## config.mk

```make
export PLATFORM = sky130hd
export DESIGN_NAME = vector_alu_flat
export DESIGN_NICKNAME = d
export VERILOG_FILES = /design/src/rtl/vector_alu_pkg.sv /design/src/rtl/vector_alu_if.sv /design/src/rtl/vector_alu_div_lane.sv /design/src/rtl/vector_alu.sv /design/src/flat_wrapper.sv
export SDC_FILE = /design/constraint.sdc
export NUM_CORES = 2
export LEC_CHECK = 0
export BUFFER_PORTS_ARGS = -buffer_cell sky130_fd_sc_hd__buf_2
export CAP_MARGIN = 15
export CORE_MARGIN = 1.5
export CORE_UTILIZATION = 50
export CTS_CLUSTER_DIAMETER = 80
export CTS_CLUSTER_SIZE = 8
export DETAILED_ROUTE_END_ITERATION = 6
export PLACE_DENSITY = 0.69
export SYNTH_ARGS = -nofsm -noshare
export SYNTH_HDL_FRONTEND = slang
export SYNTH_SLANG_ARGS = --single-unit
```

## constraint.sdc

```tcl
create_clock -name clk -period 8.7 [get_ports clk]
set_input_delay 1.74 -clock clk [delete_from_list [all_inputs] [get_ports clk]]
set_output_delay 1.74 -clock clk [all_outputs]
set_load 0.03 [all_outputs]
```

## src/rtl/vector_alu_pkg.sv

```systemverilog
// Shared types for the vector ALU: opcodes,
// FSM states and decode constants.
package vector_alu_pkg;

  localparam int OPW = 3;

  typedef enum logic [OPW-1:0] {
    OP_ADD = 3'b000,
    OP_SUB = 3'b001,
    OP_MUL = 3'b010,
    OP_DIV = 3'b011,
    OP_ASR = 3'b100,
    OP_LSR = 3'b101,
    OP_LSL = 3'b110,
    OP_AND = 3'b111
  } op_e;

  typedef enum logic [1:0] {
    S_IDLE,
    S_EXEC,
    S_DIV,
    S_DONE
  } state_e;

  localparam logic [OPW-1:0] SEL_DIV = OP_DIV;

endpackage

```

## src/rtl/vector_alu_if.sv

```systemverilog
// Operand/result handshake bundle between
// the vector ALU and its producer/consumer.
interface vector_alu_if
  import vector_alu_pkg::*;
#(
  parameter int WIDTH = 16,
  parameter int LANES = 4
) ();

  logic                   in_valid;
  logic                   in_ready;
  logic [LANES*WIDTH-1:0] a;
  logic [LANES*WIDTH-1:0] b;
  logic [OPW-1:0]         sel;
  logic                   out_valid;
  logic                   out_ready;
  logic [LANES*WIDTH-1:0] c;
  logic [LANES-1:0]       flag_z;
  logic [LANES-1:0]       flag_n;
  logic [LANES-1:0]       flag_dz;

  modport slave (
    input  in_valid, a, b, sel, out_ready,
    output in_ready, out_valid, c,
    output flag_z, flag_n, flag_dz
  );

  modport master (
    output in_valid, a, b, sel, out_ready,
    input  in_ready, out_valid, c,
    input  flag_z, flag_n, flag_dz
  );

endinterface

```

## src/rtl/vector_alu_div_lane.sv

```systemverilog
// Iterative restoring unsigned divider, one
// quotient bit per cycle, WIDTH cycles per op.
module div_lane #(
  parameter int WIDTH = 16
) (
  input  logic             clk,
  input  logic             rst,
  input  logic             start_i,
  input  logic [WIDTH-1:0] a_i,
  input  logic [WIDTH-1:0] b_i,
  output logic [WIDTH-1:0] q_o,
  output logic             dz_o,
  output logic             done_o
);

  localparam int CW = $clog2(WIDTH);
  localparam logic [CW-1:0] LAST = CW'(WIDTH - 1);

  logic [WIDTH-1:0] rem_q, rem_d;
  logic [WIDTH-1:0] quo_q, quo_d;
  logic [WIDTH-1:0] div_q;
  logic [CW-1:0]    cnt_q;
  logic             busy_q;
  logic             dz_q;
  logic [WIDTH:0]   sh;
  logic [WIDTH:0]   diff;

  // b==0 never restores, so the quotient fills with ones
  always_comb begin
    sh    = {rem_q, quo_q[WIDTH-1]};
    diff  = sh - {1'b0, div_q};
    rem_d = diff[WIDTH] ? sh[WIDTH-1:0]
                        : diff[WIDTH-1:0];
    quo_d = {quo_q[WIDTH-2:0], ~diff[WIDTH]};
  end

  always_ff @(posedge clk) begin
    if (!rst) begin
      rem_q  <= '0;
      quo_q  <= '0;
      div_q  <= '0;
      cnt_q  <= '0;
      busy_q <= 1'b0;
      dz_q   <= 1'b0;
    end else if (start_i) begin
      rem_q  <= '0;
      quo_q  <= a_i;
      div_q  <= b_i;
      cnt_q  <= '0;
      busy_q <= 1'b1;
      dz_q   <= (b_i == '0);
    end else if (busy_q) begin
      rem_q  <= rem_d;
      quo_q  <= quo_d;
      cnt_q  <= cnt_q + 1'b1;
      busy_q <= (cnt_q != LAST);
    end
  end

  assign q_o    = quo_d;
  assign dz_o   = dz_q;
  assign done_o = busy_q && (cnt_q == LAST);

endmodule

```

## src/rtl/vector_alu.sv

```systemverilog
// Multi-lane ALU: single-cycle lane ops plus an
// iterative divider, behind a valid/ready FSM.
module vector_alu
  import vector_alu_pkg::*;
#(
  parameter int WIDTH = 16,
  parameter int LANES = 4
) (
  input logic        clk,
  input logic        rst,
  vector_alu_if.slave bus
);

  localparam int VW = LANES * WIDTH;
  localparam logic [WIDTH-1:0] WLIM =
    WIDTH'(WIDTH);

  state_e           state_q;
  op_e              op_q;
  logic [VW-1:0]    a_q, b_q, c_q;
  logic [LANES-1:0] z_q, n_q, dz_q;
  logic             in_ready_q;
  logic             out_valid_q;

  logic             accept;
  logic             div_start;
  logic [VW-1:0]    alu_r, div_r, res_d;
  logic [LANES-1:0] div_dz, div_done;
  logic [LANES-1:0] z_d, n_d;

  assign accept    = bus.in_valid && in_ready_q;
  assign div_start = accept && (bus.sel == SEL_DIV);

  for (genvar i = 0; i < LANES; i++) begin : g_lane
    div_lane #(.WIDTH(WIDTH)) u_div (
      .clk     (clk),
      .rst     (rst),
      .start_i (div_start),
      .a_i     (bus.a[i*WIDTH +: WIDTH]),
      .b_i     (bus.b[i*WIDTH +: WIDTH]),
      .q_o     (div_r[i*WIDTH +: WIDTH]),
      .dz_o    (div_dz[i]),
      .done_o  (div_done[i])
    );
  end

  function automatic logic [WIDTH-1:0] lane_op(
    input op_e              op,
    input logic [WIDTH-1:0] x,
    input logic [WIDTH-1:0] y
  );
    logic [WIDTH-1:0] r;
    r = '0;
    unique case (op)
      OP_ADD: r = x + y;
      OP_SUB: r = x - y;
      OP_MUL: r = x * y;
      OP_ASR: begin
        if (y >= WLIM) r = {WIDTH{x[WIDTH-1]}};
        else           r = $signed(x) >>> y;
      end
      OP_LSR: begin
        if (y >= WLIM) r = '0;
        else           r = x >> y;
      end
      OP_LSL: begin
        if (y >= WLIM) r = '0;
        else           r = x << y;
      end
      OP_AND: r = x & y;
      default: r = '0;
    endcase
    return r;
  endfunction

  always_comb begin
    alu_r = '0;
    z_d   = '0;
    n_d   = '0;
    for (int i = 0; i < LANES; i++) begin
      alu_r[i*WIDTH +: WIDTH] = lane_op(
        op_q,
        a_q[i*WIDTH +: WIDTH],
        b_q[i*WIDTH +: WIDTH]);
    end
    res_d = (state_q == S_DIV) ? div_r : alu_r;
    for (int i = 0; i < LANES; i++) begin
      z_d[i] = (res_d[i*WIDTH +: WIDTH] == '0);
      n_d[i] = res_d[i*WIDTH + WIDTH - 1];
    end
  end

  always_ff @(posedge clk) begin
    if (!rst) begin
      state_q     <= S_IDLE;
      op_q        <= OP_ADD;
      a_q         <= '0;
      b_q         <= '0;
      c_q         <= '0;
      z_q         <= '0;
      n_q         <= '0;
      dz_q        <= '0;
      in_ready_q  <= 1'b1;
      out_valid_q <= 1'b0;
    end else begin
      unique case (1'b1)
        (state_q == S_IDLE): begin
          if (accept) begin
            a_q        <= bus.a;
            b_q        <= bus.b;
            op_q       <= op_e'(bus.sel);
            in_ready_q <= 1'b0;
            state_q    <= div_start ? S_DIV : S_EXEC;
          end
        end
        (state_q == S_EXEC): begin
          c_q         <= res_d;
          z_q         <= z_d;
          n_q         <= n_d;
          dz_q        <= '0;
          out_valid_q <= 1'b1;
          state_q     <= S_DONE;
        end
        (state_q == S_DIV): begin
          if (&div_done) begin
            c_q         <= res_d;
            z_q         <= z_d;
            n_q         <= n_d;
            dz_q        <= div_dz;
            out_valid_q <= 1'b1;
            state_q     <= S_DONE;
          end
        end
        (state_q == S_DONE): begin
          if (bus.out_ready) begin
            out_valid_q <= 1'b0;
            in_ready_q  <= 1'b1;
            state_q     <= S_IDLE;
          end
        end
        default: state_q <= S_IDLE;
      endcase
    end
  end

  assign bus.in_ready  = in_ready_q;
  assign bus.out_valid = out_valid_q;
  assign bus.c         = c_q;
  assign bus.flag_z    = z_q;
  assign bus.flag_n    = n_q;
  assign bus.flag_dz   = dz_q;

endmodule
```

## src/flat_wrapper.sv

```systemverilog
// flat-port wrapper written by rule: the top's interface ports become plain ports
module vector_alu_flat import vector_alu_pkg::*;
#(
  parameter int WIDTH = 16,
  parameter int LANES = 4
)
  (clk, rst, bus_in_valid, bus_a, bus_b, bus_sel, bus_out_ready, bus_in_ready, bus_out_valid, bus_c, bus_flag_z, bus_flag_n, bus_flag_dz);
  vector_alu_if #(.WIDTH(WIDTH), .LANES(LANES)) bus_i ();
  input logic clk;
  input logic rst;
  input wire logic [$bits(bus_i.in_valid)-1:0] bus_in_valid;
  input wire logic [$bits(bus_i.a)-1:0] bus_a;
  input wire logic [$bits(bus_i.b)-1:0] bus_b;
  input wire logic [$bits(bus_i.sel)-1:0] bus_sel;
  input wire logic [$bits(bus_i.out_ready)-1:0] bus_out_ready;
  output wire logic [$bits(bus_i.in_ready)-1:0] bus_in_ready;
  output wire logic [$bits(bus_i.out_valid)-1:0] bus_out_valid;
  output wire logic [$bits(bus_i.c)-1:0] bus_c;
  output wire logic [$bits(bus_i.flag_z)-1:0] bus_flag_z;
  output wire logic [$bits(bus_i.flag_n)-1:0] bus_flag_n;
  output wire logic [$bits(bus_i.flag_dz)-1:0] bus_flag_dz;
  assign bus_i.in_valid = bus_in_valid;
  assign bus_i.a = bus_a;
  assign bus_i.b = bus_b;
  assign bus_i.sel = bus_sel;
  assign bus_i.out_ready = bus_out_ready;
  assign bus_in_ready = bus_i.in_ready;
  assign bus_out_valid = bus_i.out_valid;
  assign bus_c = bus_i.c;
  assign bus_flag_z = bus_i.flag_z;
  assign bus_flag_n = bus_i.flag_n;
  assign bus_flag_dz = bus_i.flag_dz;
  vector_alu #(.WIDTH(WIDTH), .LANES(LANES)) u_core (.clk(clk), .rst(rst), .bus(bus_i));
endmodule
```

==> results.py <==
metrics = {
    "clocking": {
        "worst_skew_pair.late_latency_ns": 0.66,
        "post_cts.repair.setup_buffers": 0,
        "ctsRootBufferMaster": "sky130_fd_sc_hd__clkbuf_16",
        "hold_buffers": 0,
        "cts_tree": "yes",
        "cts.sink_count": 423,
        "clockBufferDepth": 3,
        "total_number_of_h_tree_levels": 2,
        "clock_pin_slew_of_the_registers_on_the_worst_case_setup_and_hold_paths_ns": 0.06,
        "cts_made_buffers": 61,
        "post_cts_resize_count": 0,
    },
    "critical_path": {
        "critical_path.endpoint_type": "register",
        "crit_fanout": 43,
        "critical_path_class": "reg -> reg",
        "worstSetupStartpoint": "u_core.b_q[33]",
        "setup.worst_path.start_class": "register",
        "critPathArrivalTime_ns": 7.35,
        "crit-reg2reg-launch": "u_core.b_q[33]",
        "cp.required_ns": 9.27,
    },
    "floorplan": {
        "floorplan.die.width_um": 319,
        "initial_utilization_pct": 50.5,
        "fp.coreArea_um2": 98600,
        "placementRows": 115,
        "floorplan.die_area_um2": 102000,
        "die_height_um": 319,
        "floorplan.io_pins": 213,
    },
    "power_and_ir_drop": {
        "power.density_cell_area_nw_per_um2": 253,
        "vdd.ir_drop.worst_mv": 0.253,
        "cellLeakagePower_nw": 21.7,
    },
    "synthesis": {
        "synth.largest_area_cell": "sky130_fd_sc_hd__dfxtp_1",
        "synthesis.nets": 7218,
        "netlist_top_cells_area": "sky130_fd_sc_hd__dfxtp_1, sky130_fd_sc_hd__fa_1, sky130_fd_sc_hd__ha_1, sky130_fd_sc_hd__nand2_1, sky130_fd_sc_hd__a21oi_1",
        "yosys.cell_types.count": 93,
        "post-synth-top-area-fraction_pct": 17.0,
        "ys_dominant_reg_cell": "sky130_fd_sc_hd__dfxtp_1",
        "synth_edf_count": 0,
        "yosys-top-cells-count": "sky130_fd_sc_hd__nand2_1, sky130_fd_sc_hd__inv_1, sky130_fd_sc_hd__a21oi_1, sky130_fd_sc_hd__nor2_1, sky130_fd_sc_hd__dfxtp_1",
        "ys_ff_latch": 423,
        "syn-cell-area_um2": 49800,
        "synth_cells": 6420,
        "yosysWarnings": 0,
        "async_flop_share_pct": 0,
        "synth_sequential_area_ratio_pct": 17.0,
        "most_repeated_cell_in_the_gate_level_netlist_after_synthesis": "sky130_fd_sc_hd__nand2_1",
        "synth.avg_cell_area_um2": 7.76,
    },
    "cells_and_area": {
        "post-route-cell-area_um2": 53400,
        "layout.nets": 7125,
        "final_core_utilization_pct": 54.2,
        "layoutNonFillerInstCount": 7626,
        "area_growth_pct": 7.25,
        "layout-drive-gt1-share_pct": 9.68,
    },
    "routing": {
        "routedWlPerCell_um": 25.3,
        "wl_um": 193000,
        "drtIter0Drc": 6033,
        "avgViaCountPerCell": 6.40,
        "drc_violations_left": 0,
        "drt.antenna.violating_nets": 0,
        "detailroute.via_count": 48800,
        "number_of_detailed_route_iterations_in_the_first_pass": 6,
    },
    "timing": {
        "timing.fmax_mhz": 147,
        "endpoints_failing_hold": 0,
        "finalWorstPathRequiredPeriod_ns": 6.78,
        "grt_setup_unrepaired": "no",
        "final-setup-viol-count": 0,
        "hold_ws_ns": 0.451,
        "worst-slew-pin-transition_ns": 1.27,
        "max_slew_violations": 0,
        "timing.max_slew.rel_slack_pct": 14.4,
        "post_route_clock_skew_ns": 0.0480,
        "layout_worst_path_cycle_share_pct": 77.9,
        "tns_ns": 0,
    },
    "place": {
        "dp_cells": 7551,
        "post_dp_cell_area_um2": 51700,
        "place.port_buffers": 212,
        "gp_routability_congestion": 1.02,
        "half_perimeter_wire_length_after_placement_um": 142000,
    },
    "global_routing": {
        "first_global_vias": 47000,
        "wire_length_of_the_first_global_routing_pass_um": 292000,
        "grt_antenna_before_repair": 4,
        "pin_count_of_the_biggest_net_entering_global_routing": 120,
        "grt-ovfl-total": 0,
        "grt.total_usage_pct": 37.1,
    },
    "status": {
        "run_status": "finished clean",
    },
    "min_path": {
        "hold_start": "u_core.bus.c[36]",
        "worstHoldPathType": "reg -> reg",
    },
    "flow_run": {
        "timing.max_cap.violations": 0,
    },
}
## where the power goes
| group | total (W) | switching (W) | internal (W) | leakage [nW] |
|---|---|---|---|---|
| sequential | 0.00273 | 0.000539 | 0.00219 | 3.45 |
| combinational | 0.00849 | 0.00549 | 0.00299 | 17.4 |
| clock | 0.00228 | 0.000909 | 0.00137 | 0.847 |
## critical path, stage by stage, from the launching register on
cell	delay (ns)
sky130_fd_sc_hd__dfxtp_2	0.54
sky130_fd_sc_hd__buf_4	0.53
sky130_fd_sc_hd__nand2_1	0.16
sky130_fd_sc_hd__fa_1	0.54
sky130_fd_sc_hd__fa_1	0.57
sky130_fd_sc_hd__fa_1	0.45
sky130_fd_sc_hd__fa_1	0.54
sky130_fd_sc_hd__inv_1	0.05
sky130_fd_sc_hd__fa_1	0.47
sky130_fd_sc_hd__inv_1	0.05
sky130_fd_sc_hd__fa_1	0.48
sky130_fd_sc_hd__inv_1	0.04
sky130_fd_sc_hd__ha_1	0.34
sky130_fd_sc_hd__and3_1	0.20
sky130_fd_sc_hd__and3_1	0.19
sky130_fd_sc_hd__o31a_1	0.28
sky130_fd_sc_hd__o31ai_1	0.28
sky130_fd_sc_hd__xnor2_1	0.16
sky130_fd_sc_hd__a221o_1	0.33
sky130_fd_sc_hd__a21oi_1	0.17
sky130_fd_sc_hd__nand4b_1	0.13
sky130_fd_sc_hd__o31ai_1	0.19
## per-layer routing
layer	up-vias	global-route usage [%]	share of wire, %
li1	21800	-	-
met1	23600	49.7	41
met2	2786	56.9	43
met3	590	8.53	11
met4	2	16.6	5.2
met5	-	0	0.0047
## cell type report
type                       count  area (um2)
fill                        9367       45100
multi-input combinational   4915       37300
sequential                   423        8490
inverter                     586        2210
timing repair buffer         340        2020
tap                         1287        1610
clock buffer                  63        1560
clock inverter                 8         183
antenna                        4        10.0
## cells in the final DEF, fill, tap and decap left out, types with 20 or more instances in the layout
cell	synthesis	routed
sky130_fd_sc_hd__a211oi_1	162	162
sky130_fd_sc_hd__a21o_1	31	30
sky130_fd_sc_hd__a21oi_1	483	482
sky130_fd_sc_hd__a31oi_1	70	70
sky130_fd_sc_hd__a32oi_1	20	20
sky130_fd_sc_hd__and2_1	276	276
sky130_fd_sc_hd__and3_1	31	29
sky130_fd_sc_hd__buf_2	24	212
sky130_fd_sc_hd__buf_4	4	128
sky130_fd_sc_hd__clkbuf_16	0	62
sky130_fd_sc_hd__dfxtp_1	423	407
sky130_fd_sc_hd__fa_1	328	328
sky130_fd_sc_hd__ha_1	335	334
sky130_fd_sc_hd__inv_1	579	579
sky130_fd_sc_hd__mux2_2	37	37
sky130_fd_sc_hd__mux2i_1	231	231
sky130_fd_sc_hd__mux4_2	78	78
sky130_fd_sc_hd__nand2_1	931	930
sky130_fd_sc_hd__nand2b_1	35	34
sky130_fd_sc_hd__nand3_1	112	111
sky130_fd_sc_hd__nand3b_1	23	23
sky130_fd_sc_hd__nand4_1	36	36
sky130_fd_sc_hd__nor2_1	434	429
sky130_fd_sc_hd__nor2b_1	45	45
sky130_fd_sc_hd__nor3_1	134	132
sky130_fd_sc_hd__nor4_1	39	39
sky130_fd_sc_hd__o211ai_1	47	47
sky130_fd_sc_hd__o21a_1	41	41
sky130_fd_sc_hd__o21ai_0	216	216
sky130_fd_sc_hd__o22ai_1	26	26
sky130_fd_sc_hd__o31ai_1	29	29
sky130_fd_sc_hd__or3_1	46	45
sky130_fd_sc_hd__xnor2_1	222	220
sky130_fd_sc_hd__xor2_1	68	68
## kinds of logic after synthesis
family	Yosys count	share of synthesized area (%)
xor gates and xnor gates	293	5.24
AOI/OAI and AO/OA	1400	18.2
muxes	346	9.01
adders and majority gates	663	21.6
buffers and inverters	1082	8.26
DFF	423	17.0
and+or+nand+nor	2213	20.7
## per-stage QoR
step                      setup slack [ns]  power [W]
final                                 1.92     0.0135
after global routing                  1.60     0.0142
after CTS                             1.95     0.0132
after detailed placement              1.98     0.0109
after global placement                2.04     0.0109
after floorplan                       1.69    0.00827
## worst paths after layout
kind | cells past startpoint | to | slack [ns]
setup reg to reg | 21 | u_core.bus.flag_z[2] | 1.92
hold reg to reg | 2 | u_core.bus.c[36] | 0.45
setup / recovery | 21 | u_core.bus.flag_z[2] | 1.92
hold / removal | 2 | u_core.bus.c[36] | 0.45
## registers in the layout, summed over array words and instances, names as in the netlist, 16 cells and up
signal and count:
u_core.b_q 64, u_core.g_lane.u_div.rem_q 64, u_core.bus.c 60, u_core.g_lane.u_div.div_q 64, u_core.a_q 64, u_core.g_lane.u_div.cnt_q 16
u_core.g_lane.u_div.quo_q 64
Power figures use the tool's default switching activity.
